### src/rtl/ippcrc_pkg.sv
// Shared types and constants for the ippcrc CRC-12 / 56-bit datapath blocks.
// Holds the accumulator FSM state encoding and the default CRC parameters.
package ippcrc_pkg;

    localparam int unsigned CRC12_W = 12;
    localparam int unsigned DAT56_W = 56;

    localparam logic [CRC12_W-1:0] CRC12_POLY     = 12'h80F;
    localparam logic [CRC12_W-1:0] CRC_INIT_DEF   = 12'h000;
    localparam logic [CRC12_W-1:0] CRC_XOROUT_DEF = 12'h000;

    typedef enum logic {
        IDLE = 1'b0,
        RUN  = 1'b1
    } acc_state_t;

endpackage

### src/rtl/ippcrc_crc12_56b.sv
// Combinational CRC-12 (poly 0x80F, MSB-first register) over one 56-bit word.
// di[0] is shifted in first; co is the remainder after all 56 bits.
module ippcrc_crc12_56b
    import ippcrc_pkg::*;
(
    input  logic [CRC12_W-1:0] ci,
    input  logic [DAT56_W-1:0] di,
    output logic [CRC12_W-1:0] co
);

    logic [CRC12_W-1:0] w_r;

    always_comb begin
        w_r = ci;
        for (int k = 0; k < DAT56_W; k++) begin
            if (w_r[CRC12_W-1] ^ di[k]) begin
                w_r = {w_r[CRC12_W-2:0], 1'b0} ^ CRC12_POLY;
            end else begin
                w_r = {w_r[CRC12_W-2:0], 1'b0};
            end
        end
        co = w_r;
    end

endmodule

### src/rtl/ippcrc_crc12_acc56.sv
// Framed CRC-12 accumulator over 56-bit words with a valid/ready result port.
// Define IPPCRC_CRC12_CHK_EN to add i_crc_exp / o_crc_err result checking.
module ippcrc_crc12_acc56
    import ippcrc_pkg::*;
#(
    parameter logic [CRC12_W-1:0] CRC_INIT   = CRC_INIT_DEF,
    parameter logic [CRC12_W-1:0] CRC_XOROUT = CRC_XOROUT_DEF
) (
    input  logic               clk,
    input  logic               rst,
    input  logic               i_vld,
    input  logic               i_sop,
    input  logic               i_eop,
    input  logic [DAT56_W-1:0] i_dat,
    output logic               o_rdy,
    output logic               o_res_vld,
    input  logic               i_res_rdy,
    output logic [CRC12_W-1:0] o_crc,
`ifdef IPPCRC_CRC12_CHK_EN
    input  logic [CRC12_W-1:0] i_crc_exp,
    output logic               o_crc_err,
`endif
    output logic               o_proto_err
);

    acc_state_t         r_state, w_state_n;
    logic [CRC12_W-1:0] r_crc, w_crc_n;
    logic               r_res_vld, w_res_vld_n;
    logic [CRC12_W-1:0] r_res_crc, w_res_crc_n;
    logic               r_perr, w_perr_n;
    logic               r_err, w_err_n;

    logic               w_acc;
    logic [CRC12_W-1:0] w_base;
    logic [CRC12_W-1:0] w_nxt;
    logic [CRC12_W-1:0] w_fin;
    logic               w_mis;

    assign o_rdy  = ~r_res_vld | i_res_rdy;
    assign w_acc  = i_vld & o_rdy;
    assign w_base = i_sop ? CRC_INIT : r_crc;
    assign w_fin  = w_nxt ^ CRC_XOROUT;

`ifdef IPPCRC_CRC12_CHK_EN
    assign w_mis     = (w_fin != i_crc_exp);
    assign o_crc_err = r_err;
`else
    assign w_mis = 1'b0;
`endif

    ippcrc_crc12_56b u_core (
        .ci (w_base),
        .di (i_dat),
        .co (w_nxt)
    );

    always_comb begin
        w_state_n   = r_state;
        w_crc_n     = r_crc;
        w_res_vld_n = r_res_vld & ~i_res_rdy;
        w_res_crc_n = r_res_crc;
        w_err_n     = r_err;
        w_perr_n    = 1'b0;
        if (w_acc) begin
            // An sop inside an open frame abandons it and restarts cleanly.
            if (i_sop || r_state == RUN) begin
                w_perr_n = i_sop & (r_state == RUN);
                if (i_eop) begin
                    w_state_n   = IDLE;
                    w_res_vld_n = 1'b1;
                    w_res_crc_n = w_fin;
                    w_err_n     = w_mis;
                end else begin
                    w_state_n = RUN;
                    w_crc_n   = w_nxt;
                end
            end else begin
                w_perr_n = 1'b1;
            end
        end
    end

    always_ff @(posedge clk) begin
        if (rst) begin
            r_state   <= IDLE;
            r_crc     <= CRC_INIT;
            r_res_vld <= 1'b0;
            r_res_crc <= '0;
            r_err     <= 1'b0;
            r_perr    <= 1'b0;
        end else begin
            r_state   <= w_state_n;
            r_crc     <= w_crc_n;
            r_res_vld <= w_res_vld_n;
            r_res_crc <= w_res_crc_n;
            r_err     <= w_err_n;
            r_perr    <= w_perr_n;
        end
    end

    assign o_res_vld   = r_res_vld;
    assign o_crc       = r_res_crc;
    assign o_proto_err = r_perr;

`ifndef IPPCRC_CRC12_CHK_EN
    logic w_unused;
    assign w_unused = w_mis;
`endif

endmodule
### config.mk
export PLATFORM = sky130hd
export DESIGN_NAME = ippcrc_crc12_acc56
export DESIGN_NICKNAME = d
export VERILOG_FILES = /design/src/rtl/ippcrc_pkg.sv /design/src/rtl/ippcrc_crc12_56b.sv /design/src/rtl/ippcrc_crc12_acc56.sv
export SDC_FILE = /design/constraint.sdc
export NUM_CORES = 1
export LEC_CHECK = 0
export ABC_AREA = 1
export CORE_AREA = 2 2 81 90
export CTS_CLUSTER_DIAMETER = 50
export CTS_CLUSTER_SIZE = 24
export DETAILED_ROUTE_END_ITERATION = 8
export DIE_AREA = 0 0 83 92
export GPL_TIMING_DRIVEN = 0
export PLACE_DENSITY = 0.8
export SETUP_SLACK_MARGIN = 0.3
export SLEW_MARGIN = 20
export SYNTH_ARGS = -nofsm -noshare
export SYNTH_HDL_FRONTEND = slang
export SYNTH_SLANG_ARGS = --single-unit
### constraint.sdc
create_clock -name clk -period 6.31 [get_ports clk]
set_input_delay 0.9465 -clock clk [delete_from_list [all_inputs] [get_ports clk]]
set_output_delay 0.9465 -clock clk [all_outputs]
set_load 0.01 [all_outputs]
==> results of run 1 <==
==> final cells by class <==
type | count | share of cell area, %
Buffer | 5 | 0.720
Sequential cell | 27 | 10.7
Inverter | 78 | 5.86
Clock buffer | 4 | 0.894
Tap cell | 85 | 2.11
Timing Repair Buffer | 97 | 18.9
Multi-Input combinational cell | 349 | 60.7
Timing Repair inverter | 1 | 0.149
==> kinds of logic (layout without fill, tap and decap cells) <==
kind of cell	after synthesis	in the layout	synth area share, %
DFF	27	27	15.9
buffers and inverters	83	185	9.75
adders and majority gates	1	1	0.368
and+or+nand+nor	195	195	27.5
AOI/OAI and AO/OA	33	33	5.48
xor gates and xnor gates	120	120	41.0
==> final timing paths <==
kind | startpoint | end | slack (ns) | cells after the start
max reg2reg | r_crc[6] | r_crc[11] | 0.91 | 62
max | i_sop | r_crc[11] | 0.42 | 63
min | o_crc[2] | o_crc[2] | 0.47 | 2
min reg2reg | o_crc[2] | o_crc[2] | 0.47 | 2
==> per-layer routing <==
metal / global-route usage (%) / vias to the layer above
met2: 38.9 / 111
met1: 24.7 / 1496
met4: 3.69 / 0
li1: - / 1569
met3: 2.34 / 19
met5: 0 / -
==> cell usage in the layout (no fill, tap or decap), types with 2 or more instances in the layout <==
master / count
dfxtp_1: 27
o211ai_1: 3
xnor2_4: 3
clkbuf_8: 3
nor2_2: 2
nor2_1: 5
nand3_4: 3
xor2_4: 10
nand3_2: 31
o21bai_1: 2
clkbuf_1: 4
nand2_4: 12
nand3b_1: 3
buf_12: 2
nand2_8: 2
xnor2_1: 24
dlymetal6s2s_1: 9
o21ai_0: 17
xor2_1: 46
xnor2_2: 10
inv_2: 10
xor2_2: 27
nand2_2: 48
nand3_1: 20
clkdlybuf4s50_1: 66
nand2_1: 64
buf_4: 21
a21oi_1: 7
inv_1: 67
==> repair_timing <==
item / CTS / global route
gates cloned: 0 / 1
buffers inserted: 2 / 19
pin swaps: 2 / 48
setup endpoints to repair: 3 / 6
gates resized for setup: 3 / 124
==> through the flow <==
stage	hold WS [ns]	setup WS [ns]
CTS	0.477	0.311
global placement	0.463	0.0755
detailed placement	0.462	-0.0790
finish	0.472	0.416
global route	0.504	0.109
floorplan	0.441	1.12
==> worst min-delay path: stages (launching register included) <==
cell     delay (ns)
dfxtp_1        0.32
nand3_1        0.07
nand2_1        0.05
==> registers in the layout, summed over array words and instances, names as in the netlist <==
signal       count
r_crc           12
o_proto_err      1
o_res_vld        1
r_state          1
o_crc           12
==> results.cfg, run 1 <==
[run_status]
status = finished, final reports clean

[timing]
final.min_clock_period_ns = 5.89
rsz0062_at_grt = no
skew_ns = 0.00226
slew_violations = 0
finalHoldViolations = 0
tightest_slew_ns = 0.618
fmax_ghz = 0.170
max_slew_margin_pct = 58.5
tns_ns = 0
setup_viol = 0
fin_crit_sh_pct = 93.4

[cells_and_area]
multi_input_comb_area_um2 = 3060
fin_cells = 646
fill_cells = 462
final_core_util_pct = 73.6
antenna_cells = 0
ff_latch_area_um2 = 541
nNetsFinal = 625
drive_gt1_share_pct = 34.0
stdcell_area_um2 = 5040
area_growth_pct = 48.2

[synth]
synth-edff-count = 0
synth.top_cells.by_count = nand2_1 (107), inv_1 (68), xor2_1 (58)
netlist_top_cells_area = dfxtp_1 (16%), xor2_1 (15%), nand2_1 (12%)
ys_seq_elements = 27
yosys_warnings = 0
syn_area_um2 = 3400
synth.most_common_cell = nand2_1
syn-num-nets = 522
synth_top_area_cell = dfxtp_1
ys_async_sr_fraction_pct = 0
synth_area_per_cell_um2 = 7.41
synth_seq_area_share_pct = 15.9
synth_top_area_share_pct = 15.9
synth_cells = 459
synth-main-ff-cell = dfxtp_1
synth.distinct_cells = 35

[floorplan]
io-pin-count = 77
initial_utilization_pct = 49.7
die_area_um2 = 7640
die_x_um = 83
coreArea_um2 = 6850
die_height_um = 92
rows = 32

[cts]
cts-buffers-inserted = 3
cts_root_buf = clkbuf_8
insertion_delay_ns = 0.27
hold_buffers = 0
clkSlewWorstSetupHoldPaths_ns = 0.09
htree_num_levels = 1
cts.path.max_buffers = 2
cts_tree = done
clock_sinks = 27

[route]
route.detailed.drc = 0
drt-met1-wl_um = 3650
highest_layer = met4
dr.pass1.iters = 4
drt_iter0_drc = 103
dr_wl_met3_um = 459
antenna_left = 0
vias = 3195
dr_wl_met2_um = 5110
wire_per_inst_um = 14.6
viasPerCell = 4.95
routed_wl_um = 9410

[job]
maxCapViolCount = 0

[worst_setup_path]
cp_max_fo = 10
path_delay_family = simple AND/OR/NAND/NOR gates
worstSetupPathType = in2reg
worstPathRequired_ns = 6.49
cp_slowest_cell = xor2_2
start_kind = primary input
path_buf_inv = 8
cp_slowest_stage_delay_ns = 0.16
arrival_ns = 6.07
endpoint_kind = flip-flop
cpMostUsedCell = nand2_2

[place]
hpwl_um = 6560
gp_congestion = 0.840
place_area_um2 = 4270
portBuffers = 76
dp_cells = 620

[global_routing]
grt_max_degree = 15
grt_remaining_overflow = 0
grt.total_usage_pct = 20.4
grt_pass1_vias = 3068
grt_pass1_wl_um = 13100
antenna_found_initial = 0

[hold_path]
hold_path_class = reg2reg
Power of run 1 is left out: the tool's default activity adds up to more than one toggle a clock period on the data nets, which glitch-free logic cannot reach.
==> run 2, diff against run 1 <==
--- a/config.mk
+++ b/config.mk
@@ -6,6 +6,7 @@
 export NUM_CORES = 1
 export LEC_CHECK = 0
 export ABC_AREA = 1
+export ABC_CLOCK_PERIOD_IN_PS = 6150
 export CORE_AREA = 2 2 81 90
 export CTS_CLUSTER_DIAMETER = 50
 export CTS_CLUSTER_SIZE = 24
==> constraint.sdc (replaced) <==
create_clock -name clk -period 6.15 [get_ports clk]
set_input_delay 0.9225 -clock clk [delete_from_list [all_inputs] [get_ports clk]]
set_output_delay 0.9225 -clock clk [all_outputs]
set_load 0.01 [all_outputs]
==> results.cfg, run 2 (synthesized netlist as in run 1, its figures left out) <==
[place]
gp_congestion = 0.840
portBuffers = 76
dp_cells = 620
hpwl_um = 6560

[timing]
fmax_ghz = 0.170
tightest_slew_ns = 0.634
fin_crit_sh_pct = 95.4
slew_violations = 0
finalHoldViolations = 0
setup_viol = 0
holdWs_ns = 0.471
final.min_clock_period_ns = 5.87
skew_ns = 0.00445
tns_ns = 0
max_slew_margin_pct = 57.4

[global_routing]
grt_pass1_wl_um = 13300
grt_pass1_vias = 3112
antenna_found_initial = 0
grt.total_usage_pct = 20.6
grt_remaining_overflow = 0
grt_max_degree = 15

[floorplan]
rows = 32
die_area_um2 = 7640
die_x_um = 83
die_height_um = 92
coreArea_um2 = 6850
io-pin-count = 77
initial_utilization_pct = 49.7

[cells_and_area]
drive_gt1_share_pct = 36.6
antenna_cells = 0
nNetsFinal = 633
most-common-layout-cells = inv_1 (66), clkdlybuf4s50_1 (66), nand2_1 (54)
fill_cells = 436
area_growth_pct = 52.7
fin_cells = 654

[cts]
cts.path.max_buffers = 2
htree_num_levels = 1
cts-buffers-inserted = 3
cts_root_buf = clkbuf_8
clock_sinks = 27
cts_tree = done
insertion_delay_ns = 0.27
clkSlewWorstSetupHoldPaths_ns = 0.09

[worst_setup_path]
start_kind = primary input
cp_slowest_cell = clkdlybuf4s50_1
worstPathRequired_ns = 6.33
cpMostUsedCell = nand2_2
arrival_ns = 6.05
worstSetupPathType = in2reg
cp_max_fo = 3
cp_slowest_stage_delay_ns = 0.57
endpoint_kind = flip-flop

[route]
vias = 3367
antenna_left = 0
routed_wl_um = 10200
wire_per_inst_um = 15.6
dr_wl_met3_um = 503
route.detailed.drc = 0
dr.pass1.iters = 5
dr_wl_met2_um = 5530
drt_iter0_drc = 126
highest_layer = met4
drt-met1-wl_um = 3830
viasPerCell = 5.15

[job]
maxCapViolCount = 0

[hold_path]
hold_path_class = reg2reg

[run_status]
status = finished, final reports clean
run 2: cell types whose count changed in the layout (fill, tap and decap cells not counted), moves of 2 or more:
cell     change
nand2_1     -10
nand2_2      +5
buf_4        +5
xor2_2       -2
nand3_4      +2
nand2_4      +5
xor2_1       +2
run 2: worst paths after layout:
path | cells after the start | slack, ns | endpoint | startpoint
max reg2reg | 63 | 0.76 | r_crc[11] | r_crc[6]
min | 2 | 0.47 | o_crc[2] | o_crc[2]
min reg2reg | 2 | 0.47 | o_crc[2] | o_crc[2]
max | 46 | 0.28 | r_crc[11] | i_dat[11]
run 2: routing by layer:
layer / GRT usage, % / vias to the layer above
met5: 0 / -
met4: 4.23 / 0
met3: 2.34 / 28
met2: 39.4 / 139
met1: 24.6 / 1601
li1: - / 1599
run 2: what timing repair did:
action | 4_1_cts | 5_1_grt
endpoints found under the setup margin | 4 | 6
pin swaps | 6 | 56
hold buffers | 0 | 0
cloned | 1 | 1
resized for setup | 5 | 147
hold endpoints to repair | 0 | 0
buffers inserted | 5 | 23
run 2: cell type report:
class	count	area, um^2	area share [%]
multi-input combinational	349	3110	59.9
timing repair buffer	105	1040	20.1
sequential	27	541	10.4
inverter	78	303	5.83
tap	85	106	2.05
clock buffer	4	45.0	0.868
buffer	5	36.3	0.699
timing repair inverter	1	7.51	0.145
run 2: through the flow:
stage | utilization, % | setup slack [ns] | area [um^2]
2_1_floorplan | - | 0.981 | 3400
3_3_place_gp | 62.3 | -0.0605 | 4270
3_5_place_dp | 62.3 | -0.215 | 4270
4_1_cts | 64.1 | 0.350 | 4390
5_1_grt | 75.8 | -0.0214 | 5190
6_report | 75.8 | 0.280 | 5190
run 2: worst max-delay path, delay by kind of cell:
family        cells  cell delay (ns)
simple gates     37             2.82
xor+xnor          6             1.60
buf+inv           3             0.72
Power of run 2 is left out for the same reason.
==> RTL change: new RTL, flow settings as in run 2 <==
`r_res_crc` no longer has a reset.
--- a/src/rtl/ippcrc_crc12_acc56.sv
+++ b/src/rtl/ippcrc_crc12_acc56.sv
@@ -86,5 +86,4 @@
             r_crc     <= CRC_INIT;
             r_res_vld <= 1'b0;
-            r_res_crc <= '0;
             r_err     <= 1'b0;
             r_perr    <= 1'b0;
@@ -93,8 +92,11 @@
             r_crc     <= w_crc_n;
             r_res_vld <= w_res_vld_n;
-            r_res_crc <= w_res_crc_n;
             r_err     <= w_err_n;
             r_perr    <= w_perr_n;
         end
+    end
+
+    always_ff @(posedge clk) begin
+        r_res_crc <= w_res_crc_n;
     end
 
Formal check against the unedited RTL: not equivalent (Yosys sat finds a counterexample within 4 cycles, from zero or initial values and one cycle with rst high).
==> RTL change against run 2 <==
  * The flow now finishes with violations (setup timing)
  * Sequential cell count is the same
  * Cell area grew 7.6%
  * Final cell count grew 8.1%
  * Clock skew grew 1.3 ps
  * Non-clock buffer count grew 13
  * Synthesized area shrank 2.2%
  * Setup slack lost 300 ps
  * Wire length grew 27%
  * Highest routed layer unchanged
Power is left out: the tool's default activity adds up to more than one toggle a clock period on the data nets, which glitch-free logic cannot reach.
==> RTL change: results <==
{
  "worst_slack_ps": -23.9,
  "dpl.hpwl_mm": 6.52,
  "worst_pin_slew_ps": 1010,
  "synthTopCellsByCount": "nand2_1, inv_1, xor2_1",
  "clkTransAtPathRegs_ps": 90,
  "synth.area.mux_share_pct": 0,
  "violations": "setup timing",
  "yosys.area.top_type": "nand2_1",
  "worst_ep_arrival_time_ps": 6340,
  "final_nets": 686,
  "outcome": "complete, but fails checks",
  "ys_seq_area_share_pct": 19.9,
  "drt-pass1-iter-count": 5,
  "synth_compound_area_share_pct": 4.14,
  "setup_viol": 1,
  "dp_slack_ps": -315,
  "slowest_delay_ps": 270,
  "fin_skew_ps": 5.75,
  "dr.first_iter.drc_count": 284,
  "drive_above_1_share_pct": 38.9,
  "synth_nets": 562,
  "dpl.cell_count": 660,
  "cp_max_fo": 6,
  "cts_buffers": 3,
  "crit_slowest_cell": "xor2_2",
  "synth.distinct_cells": 33,
  "synth.area.top_cells": "nand2_1, xor2_1, edfxtp_1",
  "routed_wl_mm": 12.9,
  "via_per_inst": 5.58,
  "vias": 3947,
  "first_global_vias": 3270,
  "place_area_um2": 4190,
  "yosys_warnings": 0,
  "synth_fa_ha_area_share_pct": 0.377,
  "tns_ps": -23.9,
  "grt_use_total_pct": 22.0,
  "area_growth_pct": 68.0,
  "nFillCells": 351,
  "synth_xor_area_share_pct": 28.8,
  "cts_root_buf": "clkbuf_8",
  "synth.avg_cell_area_um2": 6.66,
  "synth_edf_count": 12,
  "place.gp.congestion": 0.899,
  "grt_max_degree": 16,
  "grt_pass1_wl_mm": 13.9
}
[RTL change: critical path, delay by kind of cell]
kind / cells / cell delay (ps)
and+or+nand+nor: 42 / 3910
xor gates and xnor gates: 4 / 820
buffers and inverters: 7 / 660
[RTL change: layout make-up]
class	instances	area share [%]
multi-input combinational	385	58.4
timing repair buffer	119	20.5
sequential	27	11.8
inverter	83	5.76
tap	85	1.90
clock buffer	3	0.739
buffer	4	0.717
clock inverter	1	0.0896
[RTL change: kinds of logic (layout without fill, tap and decap cells)]
logic type,after synthesis,in the layout
buf+inv,87,210
xor+xnor,97,97
fa+ha+maj,1,1
simple gates,264,264
flops,27,27
compound gates,23,23
[RTL change: path summary, 6_finish.rpt]
kind              from        end  slack, ps  cells past startpoint
max              i_sop  r_crc[11]        -20                     53
max reg2reg  r_crc[11]  r_crc[11]        410                     50
min reg2reg    r_state    r_state        500                      2
min            r_state    r_state        500                      2
[RTL change: layer usage]
| layer | GRT usage [%] | share of wire (%) | routed length [um] |
|---|---|---|---|
| met2 | 45.0 | 54 | 6970 |
| met5 | 0 | 0 | 0 |
| met3 | 2.16 | 5.6 | 724 |
| met1 | 22.7 | 33 | 4230 |
| met4 | 8.06 | 7.5 | 969 |
[RTL change: repair_timing]
| action | in CTS | in global routing |
|---|---|---|
| resized for setup | 62 | 183 |
| pin swaps | 18 | 95 |
| cloned | 1 | 1 |
| setup endpoints to repair | 10 | 13 |
| buffers inserted | 14 | 27 |
